==> src/rtl/rf_write_arbiter_if.sv <==
// Bus bundle between the writeback sources, the hazard unit and rf_write_arbiter.
// CW must equal $clog2(DEPTH+1) of the arbiter instance.
interface rf_write_arbiter_if #(
    parameter int DW = 32,
    parameter int AW = 5,
    parameter int CW = 3
);
    logic          wb_we;
    logic [AW-1:0] wb_addr;
    logic [DW-1:0] wb_data;
    logic          lu_valid;
    logic          lu_ready;
    logic [AW-1:0] lu_addr;
    logic [DW-1:0] lu_data;
    logic [AW-1:0] A3;
    logic [DW-1:0] WD3;
    logic          WE3;
    logic [AW-1:0] rd_a1;
    logic [AW-1:0] rd_a2;
    logic          pend_a1;
    logic          pend_a2;
    logic [CW-1:0] fifo_count;
    logic          wb_stall;

    modport master (
        output wb_we, wb_addr, wb_data, lu_valid, lu_addr, lu_data, rd_a1, rd_a2,
        input  lu_ready, A3, WD3, WE3, pend_a1, pend_a2, fifo_count, wb_stall
    );

    modport slave (
        input  wb_we, wb_addr, wb_data, lu_valid, lu_addr, lu_data, rd_a1, rd_a2,
        output lu_ready, A3, WD3, WE3, pend_a1, pend_a2, fifo_count, wb_stall
    );
endinterface

==> src/rtl/rf_write_arbiter.sv <==
// Merges pipeline WB writes and queued long-latency results onto the RF write port.
// Optional starvation guard enabled by defining ARB_STARVE_GUARD_EN.
module rf_write_arbiter #(
    parameter int DEPTH        = 4,
    parameter int DW           = 32,
    parameter int AW           = 5,
    parameter int STARVE_LIMIT = 8
) (
    input  logic               CLK,
    input  logic               RESET,
    rf_write_arbiter_if.slave  bus
);
    localparam int PW = $clog2(DEPTH);
    localparam int CW = $clog2(DEPTH + 1);
    localparam logic [CW-1:0] FULL_CNT = CW'(DEPTH);

    logic [AW-1:0]    addr_q [DEPTH];
    logic [DW-1:0]    data_q [DEPTH];
    logic [DEPTH-1:0] live_q;
    logic [PW-1:0]    wr_ptr;
    logic [PW-1:0]    rd_ptr;
    logic [CW-1:0]    count;

    logic [AW-1:0]    a3_q;
    logic [DW-1:0]    wd3_q;
    logic             we3_q;
    logic             stall_q;

    logic             empty;
    logic             lu_xfer;
    logic             wb_win;
    logic             lu_keep;
    logic             pop;
    logic             bypass;
    logic             push;
    logic             pend1;
    logic             pend2;

    // A result aimed at r0 or at the register the pipeline writes this cycle is stale: accept and drop it.
    always_comb begin
        empty   = (count == '0);
        lu_xfer = bus.lu_valid && (count < FULL_CNT);
        wb_win  = bus.wb_we && (bus.wb_addr != '0) && !stall_q;
        lu_keep = lu_xfer && (bus.lu_addr != '0) && !(wb_win && (bus.lu_addr == bus.wb_addr));
        pop     = !wb_win && !empty;
        bypass  = !wb_win && empty && lu_keep;
        push    = lu_keep && !bypass;
    end

    always_ff @(posedge CLK) begin
        if (RESET) begin
            wr_ptr <= '0;
            rd_ptr <= '0;
            count  <= '0;
            live_q <= '0;
            a3_q   <= '0;
            wd3_q  <= '0;
            we3_q  <= 1'b0;
        end else begin
            if (wb_win) begin
                a3_q  <= bus.wb_addr;
                wd3_q <= bus.wb_data;
                we3_q <= 1'b1;
            end else if (pop) begin
                a3_q  <= addr_q[rd_ptr];
                wd3_q <= data_q[rd_ptr];
                we3_q <= live_q[rd_ptr];
            end else if (bypass) begin
                a3_q  <= bus.lu_addr;
                wd3_q <= bus.lu_data;
                we3_q <= 1'b1;
            end else begin
                we3_q <= 1'b0;
            end

            if (wb_win) begin
                for (int i = 0; i < DEPTH; i++) begin
                    if (addr_q[i] == bus.wb_addr) live_q[i] <= 1'b0;
                end
            end
            // Live bits are cleared on pop so a set bit always implies an occupied slot.
            if (pop) begin
                live_q[rd_ptr] <= 1'b0;
                rd_ptr         <= rd_ptr + PW'(1);
            end
            if (push) begin
                live_q[wr_ptr] <= 1'b1;
                wr_ptr         <= wr_ptr + PW'(1);
            end

            case ({push, pop})
                2'b10:   count <= count + CW'(1);
                2'b01:   count <= count - CW'(1);
                default: count <= count;
            endcase
        end
    end

    always_ff @(posedge CLK) begin
        if (push) begin
            addr_q[wr_ptr] <= bus.lu_addr;
            data_q[wr_ptr] <= bus.lu_data;
        end
    end

    always_comb begin
        pend1 = 1'b0;
        pend2 = 1'b0;
        for (int i = 0; i < DEPTH; i++) begin
            if (live_q[i] && (addr_q[i] == bus.rd_a1) && (bus.rd_a1 != '0)) pend1 = 1'b1;
            if (live_q[i] && (addr_q[i] == bus.rd_a2) && (bus.rd_a2 != '0)) pend2 = 1'b1;
        end
    end

`ifdef ARB_STARVE_GUARD_EN
    localparam int SW = $clog2(STARVE_LIMIT + 1);
    logic [SW-1:0] starve_tmr;

    // Down-counter reloaded on every pop; terminal count forces one head pop via wb_stall.
    always_ff @(posedge CLK) begin
        if (RESET) begin
            starve_tmr <= SW'(STARVE_LIMIT);
            stall_q    <= 1'b0;
        end else begin
            stall_q <= 1'b0;
            if (pop) begin
                starve_tmr <= SW'(STARVE_LIMIT);
            end else if (!empty && (starve_tmr != '0)) begin
                starve_tmr <= starve_tmr - SW'(1);
                if (starve_tmr == SW'(1)) stall_q <= 1'b1;
            end
        end
    end
`else
    logic unused_cfg;
    assign unused_cfg = |STARVE_LIMIT;
    assign stall_q    = 1'b0;
`endif

    assign bus.lu_ready   = (count < FULL_CNT);
    assign bus.A3         = a3_q;
    assign bus.WD3        = wd3_q;
    assign bus.WE3        = we3_q;
    assign bus.pend_a1    = pend1;
    assign bus.pend_a2    = pend2;
    assign bus.fifo_count = count;
    assign bus.wb_stall   = stall_q;
endmodule

==> src/flat_wrapper.sv <==
// flat-port wrapper written by rule: the top's interface ports become plain ports
module rf_write_arbiter_flat 
#(
    parameter int DEPTH        = 4,
    parameter int DW           = 32,
    parameter int AW           = 5,
    parameter int STARVE_LIMIT = 8
)
  (CLK, RESET, bus_wb_we, bus_wb_addr, bus_wb_data, bus_lu_valid, bus_lu_addr, bus_lu_data, bus_rd_a1, bus_rd_a2, bus_lu_ready, bus_A3, bus_WD3, bus_WE3, bus_pend_a1, bus_pend_a2, bus_fifo_count, bus_wb_stall);
  rf_write_arbiter_if #(.DW(DW), .AW(AW), .CW((3))) bus_i ();
  input  logic CLK;
  input  logic RESET;
  input wire logic [$bits(bus_i.wb_we)-1:0] bus_wb_we;
  input wire logic [$bits(bus_i.wb_addr)-1:0] bus_wb_addr;
  input wire logic [$bits(bus_i.wb_data)-1:0] bus_wb_data;
  input wire logic [$bits(bus_i.lu_valid)-1:0] bus_lu_valid;
  input wire logic [$bits(bus_i.lu_addr)-1:0] bus_lu_addr;
  input wire logic [$bits(bus_i.lu_data)-1:0] bus_lu_data;
  input wire logic [$bits(bus_i.rd_a1)-1:0] bus_rd_a1;
  input wire logic [$bits(bus_i.rd_a2)-1:0] bus_rd_a2;
  output wire logic [$bits(bus_i.lu_ready)-1:0] bus_lu_ready;
  output wire logic [$bits(bus_i.A3)-1:0] bus_A3;
  output wire logic [$bits(bus_i.WD3)-1:0] bus_WD3;
  output wire logic [$bits(bus_i.WE3)-1:0] bus_WE3;
  output wire logic [$bits(bus_i.pend_a1)-1:0] bus_pend_a1;
  output wire logic [$bits(bus_i.pend_a2)-1:0] bus_pend_a2;
  output wire logic [$bits(bus_i.fifo_count)-1:0] bus_fifo_count;
  output wire logic [$bits(bus_i.wb_stall)-1:0] bus_wb_stall;
  assign bus_i.wb_we = bus_wb_we;
  assign bus_i.wb_addr = bus_wb_addr;
  assign bus_i.wb_data = bus_wb_data;
  assign bus_i.lu_valid = bus_lu_valid;
  assign bus_i.lu_addr = bus_lu_addr;
  assign bus_i.lu_data = bus_lu_data;
  assign bus_i.rd_a1 = bus_rd_a1;
  assign bus_i.rd_a2 = bus_rd_a2;
  assign bus_lu_ready = bus_i.lu_ready;
  assign bus_A3 = bus_i.A3;
  assign bus_WD3 = bus_i.WD3;
  assign bus_WE3 = bus_i.WE3;
  assign bus_pend_a1 = bus_i.pend_a1;
  assign bus_pend_a2 = bus_i.pend_a2;
  assign bus_fifo_count = bus_i.fifo_count;
  assign bus_wb_stall = bus_i.wb_stall;
  rf_write_arbiter #(.DEPTH(DEPTH), .DW(DW), .AW(AW), .STARVE_LIMIT(STARVE_LIMIT)) u_core (.CLK(CLK), .RESET(RESET), .bus(bus_i));
endmodule
==> config.mk <==
export PLATFORM = sky130hd
export DESIGN_NAME = rf_write_arbiter_flat
export DESIGN_NICKNAME = d
export VERILOG_FILES = /design/src/rtl/rf_write_arbiter_if.sv /design/src/rtl/rf_write_arbiter.sv /design/src/flat_wrapper.sv
export SDC_FILE = /design/constraint.sdc
export NUM_CORES = 1
export LEC_CHECK = 0
export ABC_AREA = 1
export BUFFER_PORTS_ARGS = -buffer_cell sky130_fd_sc_hd__buf_2
export CORE_AREA = 2 2 206 127
export CTS_CLUSTER_DIAMETER = 60
export DETAILED_ROUTE_END_ITERATION = 8
export DIE_AREA = 0 0 208 129
export PLACE_DENSITY_LB_ADDON = 0.3
export SYNTH_ARGS = -nofsm -noshare
export SYNTH_HDL_FRONTEND = slang
export SYNTH_SLANG_ARGS = --single-unit
==> constraint.sdc <==
create_clock -name CLK -period 2.5 [get_ports CLK]
set_input_delay 0.5 -clock CLK [delete_from_list [all_inputs] [get_ports CLK]]
set_output_delay 0.5 -clock CLK [all_outputs]
set_load 0.02 [all_outputs]
==> metrics.txt, run 1 <==
Site Rows=45; DRC errors left=0; Yosys top cell area share=0.476; initial antenna violation count=3; nets@finish=1,230; CTS tree=built; Via density=5.05; post-synthesis cell count=1,007; Clk Latency, worst-skew pair=440 ps; Synth Area in Compound Gates=0.117; input/output buffers=131; Vert. Die Dim=129 µm; Starting Density=0.375; outcome=completed; asr flop ratio synth=0; Worst-path clk slew=70 ps; post-synth cell types=32; Synth Area in Simple Gates=0.197; setup TNS=0 ps; Area Overhead vs Synth=17.1%; Yosys warning total=0; CTS Sinks=199; worst hold path class=input port to flop; I/O pins=133; H-tree depth=4; Critical Path RT=2000 ps; Synth Register Bits=199; sequential area share after synthesis=0.585; share of cells above drive strength 1=0.182; WP data arrival=1910 ps; largest net degree at the start of global routing=75; actual slew at the worst max-slew pin=788 ps; Cell Area, Synth=9340 µm²; fin crit share=0.963; DRT iter0 DRCs=944; clock buffer depth=2; mux share of post-synthesis cell area=0; CTS buffer count=17; Inst Count DP=1,442; Total Routing Usage GR=0.197; Non-Filler Instances=1,476; Slew HR=0.475; min Tclk post-route=2410 ps; vias in the first global route=7,073; predominant post-synthesis flop cell=edfxtp_1; gr ovfl total=0; global placer's final weighted congestion=0.933; area of the core=24,900 µm²; hpwl dp=17,500 µm; syn avg cell area=9.27 µm²; Horiz. Die Dim=208 µm; Post-synth EDFFs=148; syn nets=1,105; Routed Antenna Nets=0; largest family of logic cells by synthesized area=simple AND/OR/NAND/NOR gates; unrepaired setup endpoints after global routing=false; critical path type=flop to output port; skew final=14.3 ps; Final Setup Violations=0; cell area power density=1010 nW/µm²; Fill cells=2,445; Max Fclk=415 MHz; WL per Instance=17.6 µm; Crit. End Element=output port; Synth Area in XOR/XNOR=0.0281; Peak VDD IR=0.507 mV; maximum fanout along the worst path=5; Area contributors post-synth=edfxtp_1 (48%), dfxtp_1 (11%), nand2_1 (9.0%), nor2_1 (7.2%), o21ai_0 (4.6%); Hold Fails Final Rpt=0; Post-Synth Adder-Cell Area=0.0142; Leak Pwr=4.55 nW; number of iterations in the first detailed-routing pass=6; die area=26,800 µm²; hold slack=293 ps; Root Buffer=clkbuf_16; startpoint types=flop; first-pass GRT wire length=40,400 µm; max-cap violation count=0; Routed WL=26,000 µm; Yosys top cell by area=edfxtp_1; via count=7,454; final slew viol count=0
state kept, by name, indices dropped and copies added, names as in the netlist, named ones only:
| signal | cells |
|---|---|
| u_core.wr_ptr | 2 |
| u_core.bus.fifo_count | 3 |
| u_core.addr_q | 20 |
| u_core.data_q | 128 |
| u_core.bus.WD3 | 32 |
| u_core.rd_ptr | 2 |
| u_core.live_q | 4 |
| u_core.bus.A3 | 5 |
| u_core.bus.WE3 | 1 |
cell type report:
| type | instances | area [µm²] | area share |
|---|---|---|---|
| timing repair buffer | 157 | 938 | 0.0859 |
| antenna | 2 | 5.00 | 0.000458 |
| clock buffer | 20 | 468 | 0.0428 |
| inverter | 58 | 223 | 0.0204 |
| multi-input combinational | 699 | 3330 | 0.305 |
| clock inverter | 12 | 87.6 | 0.00801 |
| tap | 329 | 412 | 0.0377 |
| sequential | 199 | 5470 | 0.500 |
critical path: stages (launching register included):
cell	delay, ps
edfxtp_1	530
inv_1	120
o21ai_0	80
a21oi_1	230
nand3_1	110
nand2_1	70
nor2_1	40
nor2_1	110
buf_2	180
Yosys cell counts (2+ instances only):
library cell,instances
nand2_1,225
inv_2,4
dfxtp_1,51
inv_4,2
buf_4,7
nor2_1,178
buf_6,12
xnor2_1,17
o21ai_1,35
inv_1,51
or2_2,2
edfxtp_1,148
a21oi_1,30
nand3_1,35
ha_1,9
nand3b_1,2
buf_2,12
nand3_2,2
o22ai_1,52
clkbuf_1,20
nor3_1,3
nand2_4,3
o21ai_0,86
xor2_1,13
power by group:
group | total, mW | internal [mW] | switching [mW] | leakage (nW)
clock | 2.63 | 1.37 | 1.26 | 0.283
sequential | 4.46 | 4.16 | 0.305 | 1.77
combinational | 3.97 | 1.28 | 2.70 | 2.50
total | 11.1 | 6.81 | 4.26 | 4.55
logic make-up after synthesis:
| family | Yosys count |
|---|---|
| xor gates and xnor gates | 30 |
| AOI/OAI and AO/OA | 204 |
| other | 1 |
| and+or+nand+nor | 454 |
| DFF | 199 |
| adders and majority gates | 10 |
| buffers and inverters | 109 |
layout by cell type, fill, tap and decap left out, types with 18 or more instances in the layout:
master and n:
a21oi_1 29, dfxtp_1 50, inv_1 47, o22ai_1 52, o21ai_0 86, o21ai_1 35, nor2_1 178, nand3_1 35
buf_4 19, buf_2 131, nand2_1 225, edfxtp_1 148, clkbuf_16 18
repair_timing:
action                                  CTS  global route
endpoints found under the setup margin    0             1
resized for setup                         0             1
hold buffers                              0             0
setup buffers                             0             0
per-layer routing:
layer / wire length [µm] / global-route usage / share of wire / vias up
li1: - / - / - / 3651
met1: 12800 / 0.294 / 0.49 / 3478
met2: 10600 / 0.284 / 0.41 / 300
met3: 2370 / 0.0566 / 0.091 / 23
met4: 252 / 0.0426 / 0.0097 / 2
met5: 13 / 0 / 0.00050 / -
worst paths after layout:
path                                            endpoint                startpoint  slack, ps  cells past startpoint
worst max-delay path                         bus_pend_a2       u_core.addr_q[0][0]         90                      8
worst min register to register         u_core.bus.WD3[8]         u_core.bus.WD3[8]        500                      2
worst max register to register  u_core.bus.fifo_count[2]  u_core.bus.fifo_count[2]        400                     10
worst min-delay path                u_core.data_q[3][29]           bus_lu_data[29]        290                      1
per-stage QoR:
step	power (mW)	cell area [µm²]	utilization	setup slack, ps
2_1_floorplan	7.22	9340	-	46.9
3_3_place_gp	8.46	10400	0.417	100
3_5_place_dp	8.48	10400	0.417	107
4_1_cts	11.1	10900	0.439	111
5_1_grt	11.8	10900	0.439	20.7
6_report	11.1	10900	0.439	91.8
Note: power is estimated with default switching activity, not from simulation.
==> run 2, diff against run 1 <==
Settings changed: CTS_BUF_LIST from default to sky130_fd_sc_hd__clkbuf_8.
==> metrics.txt, run 2 (same netlist as run 1, synthesis figures left out) <==
final slew viol count=0 (unchanged); fin crit share=0.959 (-0.00461); die area=26,800 µm² (unchanged); Final Setup Violations=0 (unchanged); initial antenna violation count=3 (unchanged); Slew HR=0.509 (+0.0338); largest net degree at the start of global routing=75 (unchanged); Site Rows=45 (unchanged); Routed Antenna Nets=0 (unchanged); share of cells above drive strength 1=0.187 (+0.00491); Root Buffer=clkbuf_8; CTS buffer count=17 (unchanged); critical path type=flop to output port; cell area power density=968 nW/µm² (-4.4%); Post-CTS Hold Buffers=0 (unchanged); Worst-path clk slew=100 ps (+30 ps); Leak Pwr=4.47 nW (-1.7%); fin area=10,800 µm² (-1.5%); Critical Path RT=2000 ps (about the same); I/O pins=133 (unchanged); WP data arrival=1900 ps (about the same); gr ovfl total=0 (unchanged); max-cap violation count=0 (unchanged); via count=7,427 (-0.36%); H-tree depth=4 (unchanged); Via density=5.03 (-0.50%); startpoint types=flop; Routed WL=25,900 µm (-0.50%); Reg area=5470 µm² (unchanged); area of the core=24,900 µm² (unchanged); total power=10.4 mW (-5.9%); WL per Instance=17.5 µm (-0.63%); most frequent cells in the layout=nand2_1 (225), nor2_1 (178), edfxtp_1 (148); area occupied by multi-input gates=3330 µm² (+0.11%); input/output buffers=131 (unchanged); number of iterations in the first detailed-routing pass=5 (-1); most flop-heavy register=u_core.data_q; min Tclk post-route=2400 ps (-11.5 ps); Horiz. Die Dim=208 µm (unchanged); outcome=completed; CTS Sinks=199 (unchanged); Peak VDD IR=0.440 mV (-13%); actual slew at the worst max-slew pin=737 ps (-50.7 ps); Largest register FFs=128 (unchanged); maximum fanout along the worst path=4 (-1); Area Overhead vs Synth=15.3%; vias in the first global route=7,073 (unchanged); commonest non-fill, non-tap cell in the layout=nand2_1; first-pass GRT wire length=40,300 µm (-0.32%); Max Fclk=417 MHz (+0.48%); Fill cells=2,461 (+0.65%); skew final=18.2 ps (+3.93 ps); Starting Density=0.375 (unchanged); hpwl dp=17,500 µm (unchanged); DRT iter0 DRCs=887 (-6.0%); nets@finish=1,232 (+0.16%); Hold Fails Final Rpt=0 (unchanged); Total Routing Usage GR=0.196 (-0.00147); global placer's final weighted congestion=0.933 (unchanged); CTS tree=built; Clk Latency, worst-skew pair=460 ps (+20 ps); placed cell area=10,400 µm² (unchanged); clock buffer depth=2 (unchanged); worst hold path class=input port to flop; Crit. End Element=output port; Vert. Die Dim=129 µm (unchanged); DRC errors left=0 (unchanged)
-- run 2: cell count changes in the layout (fill, tap and decap cells not counted), sizes merged --
cell	before	now
bufinv	0	1
clkbuf	20	18
inv	59	60
buf	157	159
-- run 2: timing repair --
item,4_1_cts,5_1_grt
setup buffers,0,2
setup endpoints to repair,0,2
resized for setup,0,6
endpoints found under the hold margin,0,0
-- run 2: routing by layer --
| layer | global-route usage | routed length, µm |
|---|---|---|
| met1 | 0.291 | 12700 |
| met2 | 0.285 | 10500 |
| met3 | 0.0552 | 2440 |
| met4 | 0.0384 | 218 |
| met5 | 0 | 13 |
-- run 2: power breakdown --
group,switching (mW),internal (mW)
Sequential,0.306,4.15
Combinational,2.69,1.28
Clock,1.16,0.826
Total,4.15,6.26
-- run 2: critical path: stages, from the launching register on --
cell and delay (ps):
edfxtp_1 510, inv_1 140, o21ai_0 90, nor2_1 200
nand3_1 100, nand2_1 70, nor2_1 40, nor2_1 110
buf_2 180
-- run 2: through the flow --
step / setup slack (ps) / hold WS, ps / util / TNS [ps] / cells
CTS: 57.5 / 247 / 0.431 / 0 / 1474
finish: 103 / 270 / 0.432 / 0 / 1478
global route: -36.4 / 240 / 0.432 / -36.4 / 1477
global placement: 100 / 480 / 0.417 / 0 / 1442
floorplan: 46.9 / 474 / - / 0 / 1007
detailed placement: 107 / 479 / 0.417 / 0 / 1442
-- run 2: final timing paths --
path	slack (ps)	cells past startpoint	from	end
worst max-delay path	100	8	u_core.addr_q[1][3]	bus_pend_a2
worst min-delay path	270	1	bus_lu_data[29]	u_core.data_q[3][29]
worst max register to register	400	10	u_core.bus.fifo_count[2]	u_core.bus.fifo_count[2]
worst min register to register	510	2	u_core.bus.WD3[31]	u_core.bus.WD3[31]
-- run 2: layout make-up --
type                            instances  area share
Inverter                               58      0.0207
Timing Repair Buffer                  159      0.0886
Antenna cell                            2    0.000465
Tap cell                              329      0.0382
Clock buffer                           18      0.0230
Multi-Input combinational cell        699       0.310
Clock inverter                         14      0.0113
Sequential cell                       199       0.508
